<file path="src/rtl/down_counter.sv">
// down_counter: registered down counter with parallel load, wrap/saturate
// at zero, a one-cycle borrow pulse and a sticky underflow flag.
module down_counter #(
  parameter int unsigned WIDTH = 2,
  parameter bit          WRAP  = 1'b1
) (
  input  logic             clk,
  input  logic             rst,
  input  logic             x,
  input  logic             load,
  input  logic [WIDTH-1:0] load_val,
  output logic [WIDTH-1:0] state,
  output logic             zero,
  output logic             borrow,
  output logic             underflow
);

  localparam logic [WIDTH-1:0] ONE = WIDTH'(1);

  logic [WIDTH-1:0] state_next;
  logic             borrow_next;
  logic             underflow_next;

  // Next-state selection in priority order: load, then count, else hold.
  always_comb begin
    state_next     = state;
    borrow_next    = 1'b0;
    underflow_next = underflow;
    if (load) begin
      state_next     = load_val;
      underflow_next = 1'b0;
    end else if (x) begin
      if (state == '0) begin
        state_next     = WRAP ? '1 : '0;
        borrow_next    = 1'b1;
        underflow_next = 1'b1;
      end else begin
        state_next = state - ONE;
      end
    end
  end

  // Register update; synchronous active-low reset loads the top value.
  always_ff @(posedge clk) begin
    if (!rst) begin
      state     <= '1;
      borrow    <= 1'b0;
      underflow <= 1'b0;
    end else begin
      state     <= state_next;
      borrow    <= borrow_next;
      underflow <= underflow_next;
    end
  end

  assign zero = (state == '0);

endmodule

</file>
<file path="config.mk">
export PLATFORM = sky130hd
export DESIGN_NAME = down_counter
export DESIGN_NICKNAME = d
export VERILOG_FILES = /design/src/rtl/down_counter.sv
export SDC_FILE = /design/constraint.sdc
export NUM_CORES = 1
export LEC_CHECK = 0
export ABC_AREA = 1
export ABC_CLOCK_PERIOD_IN_PS = 1690
export BUFFER_PORTS_ARGS = -buffer_cell sky130_fd_sc_hd__buf_2
export CAP_MARGIN = 20
export CORE_AREA = 2 2 39 41
export DETAILED_ROUTE_END_ITERATION = 8
export DIE_AREA = 0 0 41 43
export PLACE_DENSITY = 0.31
export SETUP_SLACK_MARGIN = 0.15
export SKIP_LAST_GASP = 1
export SYNTH_ARGS = -nofsm -noshare
export SYNTH_HDL_FRONTEND = slang
export SYNTH_SLANG_ARGS = --single-unit
</file>
<file path="constraint.sdc">
create_clock -name clk -period 1.69 [get_ports clk]
set_input_delay 0.2535 -clock clk [delete_from_list [all_inputs] [get_ports clk]]
set_output_delay 0.2535 -clock clk [all_outputs]
set_load 0.05 [all_outputs]
</file>
==> impl_metrics.csv, run 1 <==
group,metric,value,unit
sta,rsz0062_at_grt,"false",
layout,layout_area_overhead,53.6,%
synthesis,synth_nets,31,
grt,grt_first_pass_wirelength,641,um
worst_hold_path,min_from,"load_val[1]",
clocking,cts_htree_levels,1,
placement,port-buffer-count,10,
grt,grt_util_met2,0.0688,
power,switching_share,0.271,
layout,final_area,265,um2
layout,nFillCells,164,
placement,gp_congestion,0.812,
power,p_clk_frac,0.423,
clocking,tritoncts,"built",
layout,area_used_by_sequential_logic_in_the_layout,80.1,um2
sta,timing_worst_slew_pin_value,0.254,ns
synthesis,postSynthCellCount,24,
layout,insertedDiodeCount,0,
critical_path,worstSetupStartpointType,"flop",
die,io_pins,11,
detailed_routing,wl,400,um
worst_hold_path,hold-path-cell-count,3,
synthesis,synthesis.area_per_instance,7.19,um2
grt,grt_pass1_vias,176,
critical_path,worst_ep_required_time,1.44,ns
detailed_routing,final_antenna_net_count,0,
synthesis,syn-cell-area,173,um2
die,std_cell_rows,14,
clocking,ctsRootBufferMaster,"sky130_fd_sc_hd__clkbuf_4",
detailed_routing,remaining_drc_errors,0,
critical_path,launch_point_of_the_worst_reg_to_reg_path,"state[0]",
die,initial_utilization,0.125,
layout,layout.cells.most_common_list,"10 x sky130_fd_sc_hd__buf_2, 5 x sky130_fd_sc_hd__inv_1, 4 x sky130_fd_sc_hd__nand2_1, 4 x sky130_fd_sc_hd__nand3_1, 4 x sky130_fd_sc_hd__dfxtp_1",
sta,slew_violations,0,
layout,number_of_nets_at_the_end_of_the_flow,46,
clocking,post_cts.repair.setup_buffers,0,
sta,finalSetupViolCount,0,
sta,timing_limited_maximum_frequency,0.769,GHz
layout,post_route_cells_drive_above_1_share,0.378,
power,ir_worst_vdd,0.277,mV
power,power.net_switching,71.9,uW
critical_path,arrival,1.05,ns
layout,final_common_cell,"sky130_fd_sc_hd__buf_2",
clocking,number_of_buffers_between_clock_root_and_the_deepest_sink,2,
die,core_area,0.00138,mm2
sta,min_period_over_period,0.769,
job,maxCapViolations,0,
layout,area_occupied_by_multi_input_gates,70.1,um2
detailed_routing,drt_first_iter_violations,4,
synthesis,seq_area_frac_synth,0.464,
worst_hold_path,worst_hold_path_type,"in -> reg",
power,p_int,193,uW
grt,globalRouteOverflowTotal,0,
clocking,worst_skew_pair_latency,0.23,ns
sta,finalHoldViolCount,0,
critical_path,rr_worst_depth,5,
status,status,"completed",
critical_path,worstPathBufferInverterCount,2,
critical_path,cp_cell_sequence,"inv_1 > ha_1 > buf_2",
clocking,post_cts_resize_count,0,
power,total_leakage_power,0.000147,uW
placement,dpl-instance-area,243,um2
critical_path,criticalPathCategory,"reg -> out",
sta,slew-limit-headroom,0.832,
die,die_area,0.00176,mm2
synthesis,ys_types,8,
power,power_frac_seq,0.387,
clocking,holdBufCountCts,0,
sta,fin_crit,1.30,ns
clocking,cts_made_buffers,3,
worst_hold_path,end_point_of_the_worst_hold_path,"state[1]",
detailed_routing,detail_route.first_pass.iterations,3,
critical_path,endpoint_kind,"primary output",
critical_path,cp_top_family,"flip-flops",
critical_path,timing.critical_path.slowest_stage_cell,"sky130_fd_sc_hd__dfxtp_1",
synthesis,ys_ff_latch,4,
critical_path,critical_path.reg2reg.endpoint,"state[1]",
detailed_routing,via_count,186,
critical_path,critPathMaxStageDelay,0.34,ns
sta,timing.setup.tns,0,ns
synthesis,yosysWarningCount,0,
clocking,worst_setup_hold_path_clk_slew,0.04,ns
critical_path,timing.critical_path.depth,3,
die,fp.dieH,43,um
clocking,numClockSinks,4,
sta,clock_skew,0.00112,ns
grt,gr-max-usage-layer,"met2",
grt,grt_use_total,0.0582,
die,die_width,41,um
grt,grt_use_met3,0.0628,
detailed_routing,route.detailed.vias_per_inst,3.51,
critical_path,critical_path_peak_fanout,3,
detailed_routing,routed_wire_length_per_instance,7.55,um
power,p_per_area,1000,mW/mm2
power,comb_power_share,0.190,
critical_path,regToRegSetupSlack,0.73,ns
grt,grt_start_max_net_pins,5,
grt,antenna_violations_before_repair,0,
grt,gr-usage-met1,0.0675,
[power by group through the flow]
stage	clock network (uW)	logic (uW)	registers, uW
after floorplan	0	19.2	120
after global placement	0	51.2	104
after detailed placement	0	50.5	104
after CTS	119	50.8	103
after global routing	127	56.2	103
final	112	50.4	103
[Yosys cell counts]
cell type,count,area [um2]
sky130_fd_sc_hd__inv_2,1,3.75
sky130_fd_sc_hd__dfxtp_1,4,80.1
sky130_fd_sc_hd__nand3_1,4,20.0
sky130_fd_sc_hd__inv_1,5,18.8
sky130_fd_sc_hd__a21oi_1,3,15.0
sky130_fd_sc_hd__ha_1,1,12.5
sky130_fd_sc_hd__nor2_1,2,7.51
sky130_fd_sc_hd__nand2_1,4,15.0
[routing by layer]
| metal | routed length, um | up-vias | part of all wire |
|---|---|---|---|
| met2 | 177 | 7 | 0.44 |
| met1 | 182 | 77 | 0.46 |
| met4 | 0 | 0 | 0 |
| met3 | 40 | 0 | 0.10 |
| met5 | 0 | - | 0 |
| li1 | - | 102 | - |
[worst min-delay path, cell delays in order]
cell                      delay, ns
sky130_fd_sc_hd__buf_2         0.07
sky130_fd_sc_hd__a21oi_1       0.06
sky130_fd_sc_hd__nand3_1       0.06
[flip-flops by register name, indices dropped and copies added (netlist names)]
register	count
state	2
borrow	1
underflow	1
[through the flow]
stage	hold WS, ns	instances	worst slack, ns	power (uW)	util
floorplan	0.372	24	0.209	139	-
global placement	0.438	50	0.639	155	0.175
detailed placement	0.450	50	0.634	154	0.175
CTS	0.247	53	0.378	272	0.192
global route	0.263	53	0.339	286	0.192
finish	0.255	53	0.390	265	0.192
[cell type report]
class / instances / share of cell area
sequential: 4 / 0.302
clock buffer: 3 / 0.0849
inverter: 6 / 0.0849
tap: 16 / 0.0755
timing repair buffer: 10 / 0.189
multi-input combinational: 14 / 0.264
[kinds of logic (layout without fill, tap and decap cells)]
| group | after synthesis | after routing | share of synthesized area |
|---|---|---|---|
| simple gates | 10 | 10 | 0.246 |
| buf+inv | 6 | 19 | 0.130 |
| flops | 4 | 4 | 0.464 |
| compound gates | 3 | 3 | 0.0869 |
| fa+ha+maj | 1 | 1 | 0.0725 |
[worst max-delay path by stage]
stage / startpoint / to
2_1_floorplan: state[0] / underflow
3_3_place_gp: state[0] / zero
3_5_place_dp: state[0] / zero
4_1_cts: state[0] / zero
5_1_grt: state[0] / zero
6_report: state[0] / zero
No activity file was read; power rests on OpenSTA's default activity.
==> run 2, diff against run 1 <==
Settings changed: ABC_AREA 1 to 0, ABC_CLOCK_PERIOD_IN_PS 1690 to 1300, PLACE_DENSITY 0.31 to 0.32.
Clock period 1.69 ns to 1.3 ns, I/O delays scaled along.
==> impl_metrics.csv, run 2 <==
group,metric,value,unit
critical_path,launch_point_of_the_worst_reg_to_reg_path,"state[1]",
die,std_cell_rows,14,
critical_path,critPathMaxStageDelay,0.35,ns
detailed_routing,route.detailed.vias_per_inst,3.49,
worst_hold_path,end_point_of_the_worst_hold_path,"state[0]",
sta,slew-limit-headroom,0.832,
synthesis,yosysWarningCount,0,
power,power.net_switching,106,uW
grt,grt_first_pass_wirelength,641,um
sta,rsz0062_at_grt,"false",
detailed_routing,drt_first_iter_violations,0,
layout,nFillCells,154,
worst_hold_path,worst_hold_path_type,"in -> reg",
sta,slew_violations,0,
sta,timing.setup.tns,0,ns
grt,grt_use_total,0.0612,
worst_hold_path,min_from,"load_val[0]",
grt,grt_start_max_net_pins,6,
die,initial_utilization,0.131,
synthesis,syn-cell-area,181,um2
power,p_int,263,uW
critical_path,arrival,0.92,ns
detailed_routing,final_antenna_net_count,0,
detailed_routing,routed_wire_length_per_instance,8.61,um
detailed_routing,wl,422,um
critical_path,endpoint_kind,"primary output",
synthesis,synthTopCellsByArea,"sky130_fd_sc_hd__dfxtp_1 44%, sky130_fd_sc_hd__o311ai_2 9.0%, sky130_fd_sc_hd__nand2b_4 7.6%",
detailed_routing,via_count,171,
layout,top_register,"state",
clocking,holdBufCountCts,0,
critical_path,criticalPathCategory,"reg -> out",
critical_path,cp_top_family,"flip-flops",
critical_path,rr_worst_depth,4,
die,core_area,0.00138,mm2
synthesis,library_cell_with_the_highest_instance_count_after_synthesis,"sky130_fd_sc_hd__dfxtp_1",
synthesis,synth_nets,26,
critical_path,worstPathBufferInverterCount,2,
critical_path,regToRegSetupSlack,0.27,ns
worst_hold_path,hold-path-cell-count,2,
synthesis,synth_async_sr_flop_share,0,
critical_path,timing.critical_path.slowest_stage_cell,"sky130_fd_sc_hd__dfxtp_4",
synthesis,postSynthCellCount,19,
sta,fin_crit,1.12,ns
synthesis,synth-edff-count,0,
die,fp.dieH,43,um
layout,number_of_nets_at_the_end_of_the_flow,42,
power,p_per_area,1180,mW/mm2
die,die_area,0.00176,mm2
layout,biggestRegsByFlops,"state: 2 flops, borrow: 1 flops, underflow: 1 flops",
layout,post_route_cells_drive_above_1_share,0.636,
power,p_clk_frac,0.425,
clocking,numClockSinks,4,
clocking,cts_htree_levels,1,
synthesis,leading_cell_types_by_count_after_synthesis,"4 x sky130_fd_sc_hd__dfxtp_1, 3 x sky130_fd_sc_hd__nand2_1, 3 x sky130_fd_sc_hd__nor2_1, 2 x sky130_fd_sc_hd__inv_1",
layout,number_of_flip_flops_in_the_largest_register,2,
layout,insertedDiodeCount,0,
clocking,number_of_buffers_between_clock_root_and_the_deepest_sink,2,
detailed_routing,detail_route.first_pass.iterations,1,
synthesis,synthesis.area_per_instance,9.55,um2
synthesis,synthFlopType,"sky130_fd_sc_hd__dfxtp_1",
grt,antenna_violations_before_repair,0,
sta,finalHoldViolCount,0,
placement,dpl-instance-area,262,um2
layout,layout_area_overhead,71.7,%
clocking,tritoncts,"built",
sta,min_period_over_period,0.860,
sta,clock_skew,0.00313,ns
layout,layout.cells.most_common_list,"9 x sky130_fd_sc_hd__buf_2, 3 x sky130_fd_sc_hd__nand2_1, 3 x sky130_fd_sc_hd__nor2_1, 3 x sky130_fd_sc_hd__clkbuf_4",
critical_path,worst_ep_required_time,1.11,ns
power,power_frac_seq,0.363,
sta,timing_worst_slew_pin_value,0.254,ns
die,io_pins,11,
power,switching_share,0.288,
sta,timing_limited_maximum_frequency,0.895,GHz
clocking,ctsRootBufferMaster,"sky130_fd_sc_hd__clkbuf_4",
critical_path,cp_cell_sequence,"inv_2 > ha_4 > buf_8",
synthesis,netlist.top_cell.by_area,"sky130_fd_sc_hd__dfxtp_1",
job,maxCapViolations,0,
placement,gp_congestion,0.655,
synthesis,seq_area_frac_synth,0.441,
detailed_routing,remaining_drc_errors,0,
layout,final_common_cell,"sky130_fd_sc_hd__buf_2",
die,die_width,41,um
power,comb_power_share,0.211,
critical_path,critical_path_peak_fanout,3,
power,ir_worst_vdd,0.428,mV
synthesis,yosys.area.top_type_share,0.441,
sta,finalSetupViolCount,0,
status,status,"completed",
power,total_leakage_power,0.000144,uW
grt,globalRouteOverflowTotal,0,
layout,final_area,312,um2
clocking,cts_made_buffers,3,
grt,grt_pass1_vias,164,
synthesis,ys_ff_latch,4,
synthesis,ys_types,11,
clocking,worst_setup_hold_path_clk_slew,0.04,ns
critical_path,worstSetupStartpointType,"flop",
critical_path,critical_path.reg2reg.endpoint,"state[1]",
placement,port-buffer-count,10,
layout,final_core_utilization,0.225,
clocking,worst_skew_pair_latency,0.24,ns
## run 2: power by group through the flow
stage | Sequential (uW) | Clock (uW) | Combinational [uW]
floorplan | 156 | 0 | 27.8
global placement | 136 | 0 | 70.6
detailed placement | 136 | 0 | 69.9
CTS | 134 | 165 | 77.8
global route | 135 | 175 | 86.6
finish | 134 | 157 | 77.9
## run 2: final cells by class
cell class | instances | area (um2) | share of cell area
tap | 16 | 20.0 | 0.0643
inverter | 2 | 7.51 | 0.0241
sequential | 4 | 87.6 | 0.281
clock buffer | 3 | 22.5 | 0.0723
timing repair buffer | 11 | 67.6 | 0.217
multi-input combinational | 13 | 106 | 0.341
## run 2: worst max path at each step
stage | to | startpoint | cells past startpoint | slack, ns
finish | zero | state[0] | 3 | 0.18
global route | zero | state[1] | 3 | 0.16
CTS | zero | state[1] | 3 | 0.16
global placement | state[1] | state[0] | 4 | 0.24
detailed placement | state[1] | state[1] | 4 | 0.23
floorplan | state[1] | state[0] | 4 | 0.16
## run 2: layer usage
layer,global-route usage,wire length (um),vias up
met5,0,0,-
met4,0,0,0
met3,0.0942,62,0
met2,0.0719,178,8
met1,0.0641,182,73
li1,-,-,90
## run 2: stage by stage
step,hold slack (ns),setup WS (ns),total power [uW],std cells
final,0.168,0.182,369,49
after global routing,0.171,0.156,397,49
after CTS,0.162,0.157,376,48
after detailed placement,0.407,0.227,206,45
after global placement,0.404,0.245,206,45
after floorplan,0.268,0.159,184,19
## run 2: cell families (layout without fill, tap and decap cells)
family	Yosys count	after routing	synth area share
XOR/XNOR	1	1	0.0483
AND/OR/NAND/NOR	8	8	0.234
AO/OA/AOI/OAI	3	3	0.166
flip-flops	4	4	0.441
adder cells (fa/ha/maj)	1	1	0.0690
buffers and inverters	2	16	0.0414
## run 2: timing repair
action,4_1_cts,5_1_grt
setup buffers,0,1
setup endpoints to repair,1,1
pin swaps,0,1
resized for setup,4,1
## run 2: worst register-to-register path, stage by stage, from the launching register on
cell	delay (ns)
sky130_fd_sc_hd__dfxtp_4	0.34
sky130_fd_sc_hd__inv_2	0.04
sky130_fd_sc_hd__ha_4	0.21
sky130_fd_sc_hd__and2_1	0.14
sky130_fd_sc_hd__o311ai_2	0.20
==> run 3, diff against run 2 <==
Settings changed: CELL_PAD_IN_SITES_DETAIL_PLACEMENT set to 2, CELL_PAD_IN_SITES_GLOBAL_PLACEMENT set to 2, PLACE_DENSITY 0.32 to 0.5.
==> impl_metrics.csv, run 3 (same netlist as run 2, synthesis figures left out) <==
group,metric,value,unit
layout,insertedDiodeCount,0,
layout,nFillCells,171,
status,status,"completed",
grt,grt_pass1_vias,194,
sta,timing_worst_slew_pin_value,0.249,ns
critical_path,critical_path.reg2reg.endpoint,"state[1]",
clocking,cts_htree_levels,1,
sta,min_period_over_period,0.857,
critical_path,arrival,0.92,ns
detailed_routing,remaining_drc_errors,0,
grt,globalRouteOverflowTotal,0,
sta,fin_crit,1.11,ns
sta,timing_limited_maximum_frequency,0.897,GHz
worst_hold_path,min_from,"load_val[0]",
sta,rsz0062_at_grt,"true",
critical_path,criticalPathCategory,"reg -> out",
sta,slew-limit-headroom,0.835,
layout,top_register,"state",
layout,final_common_cell,"sky130_fd_sc_hd__buf_2",
placement,pre_cts_ws,0.206,ns
detailed_routing,route.detailed.vias_per_inst,3.86,
sta,finalHoldViolCount,0,
detailed_routing,routed_wire_length_per_instance,10.2,um
clocking,cts_made_buffers,3,
power,ir_worst_vdd,0.260,mV
critical_path,critical_path_peak_fanout,3,
grt,grt_use_total,0.0822,
sta,clock_skew,0.00222,ns
layout,layout_area_overhead,71.7,%
placement,port-buffer-count,10,
grt,grt_first_pass_wirelength,814,um
critical_path,endpoint_kind,"primary output",
sta,slew_violations,0,
clocking,ctsRootBufferMaster,"sky130_fd_sc_hd__clkbuf_4",
layout,number_of_nets_at_the_end_of_the_flow,42,
die,core_area,0.00138,mm2
power,total_leakage_power,0.000144,uW
detailed_routing,drt_first_iter_violations,1,
clocking,worst_setup_hold_path_clk_slew,0.04,ns
worst_hold_path,end_point_of_the_worst_hold_path,"state[0]",
clocking,numClockSinks,4,
grt,antenna_violations_before_repair,0,
layout,number_of_flip_flops_in_the_largest_register,2,
die,fp.dieH,43,um
critical_path,rr_worst_depth,4,
grt,grt_start_max_net_pins,6,
clocking,tritoncts,"built",
die,die_width,41,um
die,std_cell_rows,14,
clocking,holdBufCountCts,0,
critical_path,worst_ep_required_time,1.11,ns
power,p_per_area,1190,mW/mm2
critical_path,worstSetupStartpointType,"flop",
critical_path,launch_point_of_the_worst_reg_to_reg_path,"state[0]",
clocking,worst_skew_pair_latency,0.24,ns
detailed_routing,detail_route.first_pass.iterations,2,
placement,gp_congestion,0.662,
layout,layout.cells.most_common_list,"9 x sky130_fd_sc_hd__buf_2, 3 x sky130_fd_sc_hd__nand2_1, 3 x sky130_fd_sc_hd__nor2_1, 3 x sky130_fd_sc_hd__clkbuf_4",
critical_path,critical_path.startpoint,"state[0]",
clocking,number_of_buffers_between_clock_root_and_the_deepest_sink,2,
sta,timing.setup.tns,0,ns
layout,post_route_cells_drive_above_1_share,0.636,
sta,finalSetupViolCount,0,
die,initial_utilization,0.131,
sta,layout_setup_ws,0.186,ns
layout,biggestRegsByFlops,"state: 2 flops, borrow: 1 flops, underflow: 1 flops",
job,maxCapViolations,0,
detailed_routing,via_count,189,
die,die_area,0.00176,mm2
critical_path,regToRegSetupSlack,0.26,ns
detailed_routing,wl,500,um
worst_hold_path,worst_hold_path_type,"in -> reg",
die,io_pins,11,
worst_hold_path,hold-path-cell-count,2,
detailed_routing,final_antenna_net_count,0,
==> run 3: stage by stage <==
step | total power [uW] | util | std cells | hold slack, ns | instance area (um2)
2_1_floorplan | 184 | - | 19 | 0.268 | 191
3_3_place_gp | 207 | 0.189 | 45 | 0.403 | 262
3_5_place_dp | 208 | 0.189 | 45 | 0.406 | 262
4_1_cts | 384 | 0.220 | 48 | 0.151 | 304
5_1_grt | 403 | 0.225 | 49 | 0.151 | 312
6_report | 369 | 0.225 | 49 | 0.163 | 312
==> run 3: final cells by class <==
| cell class | instances | area [um2] | area share |
|---|---|---|---|
| inverter | 2 | 7.51 | 0.0241 |
| timing repair buffer | 11 | 67.6 | 0.217 |
| sequential | 4 | 87.6 | 0.281 |
| clock buffer | 3 | 22.5 | 0.0723 |
| multi-input combinational | 13 | 106 | 0.341 |
| tap | 16 | 20.0 | 0.0643 |
==> run 3: routing by layer <==
layer / vias up / wire, um / global-route usage
met1: 87 / 194 / 0.0769
met4: 0 / 7 / 0.120
met2: 9 / 267 / 0.0969
met5: - / 0 / 0
met3: 2 / 31 / 0.0471
li1: 91 / - / -
==> run 3: worst max-delay path by stage <==
| stage | to | slack [ns] | cells past startpoint |
|---|---|---|---|
| after floorplan | state[1] | 0.16 | 4 |
| after global placement | state[1] | 0.22 | 4 |
| after detailed placement | state[1] | 0.21 | 4 |
| after CTS | zero | 0.16 | 3 |
| after global routing | zero | 0.14 | 3 |
| final | zero | 0.19 | 3 |
==> run 3: power breakdown <==
group	total, uW	switching (uW)	leakage [uW]	internal (uW)
logic	78.9	49.0	0.0000973	29.9
registers	134	5.02	0.0000330	129
clock network	156	53.0	0.0000138	103
total	369	107	0.000144	262
==> run 3: critical path, cell delays in order (launching register included) <==
cell,delay (ns)
sky130_fd_sc_hd__dfxtp_4,0.35
sky130_fd_sc_hd__inv_2,0.04
sky130_fd_sc_hd__ha_4,0.15
sky130_fd_sc_hd__buf_8,0.14
==> run 3: timing repair <==
| action | CTS | global route |
|---|---|---|
| resized for setup | 5 | 0 |
| setup buffers | 0 | 1 |
| endpoints found under the setup margin | 1 | 1 |
| pin swaps | 1 | 1 |
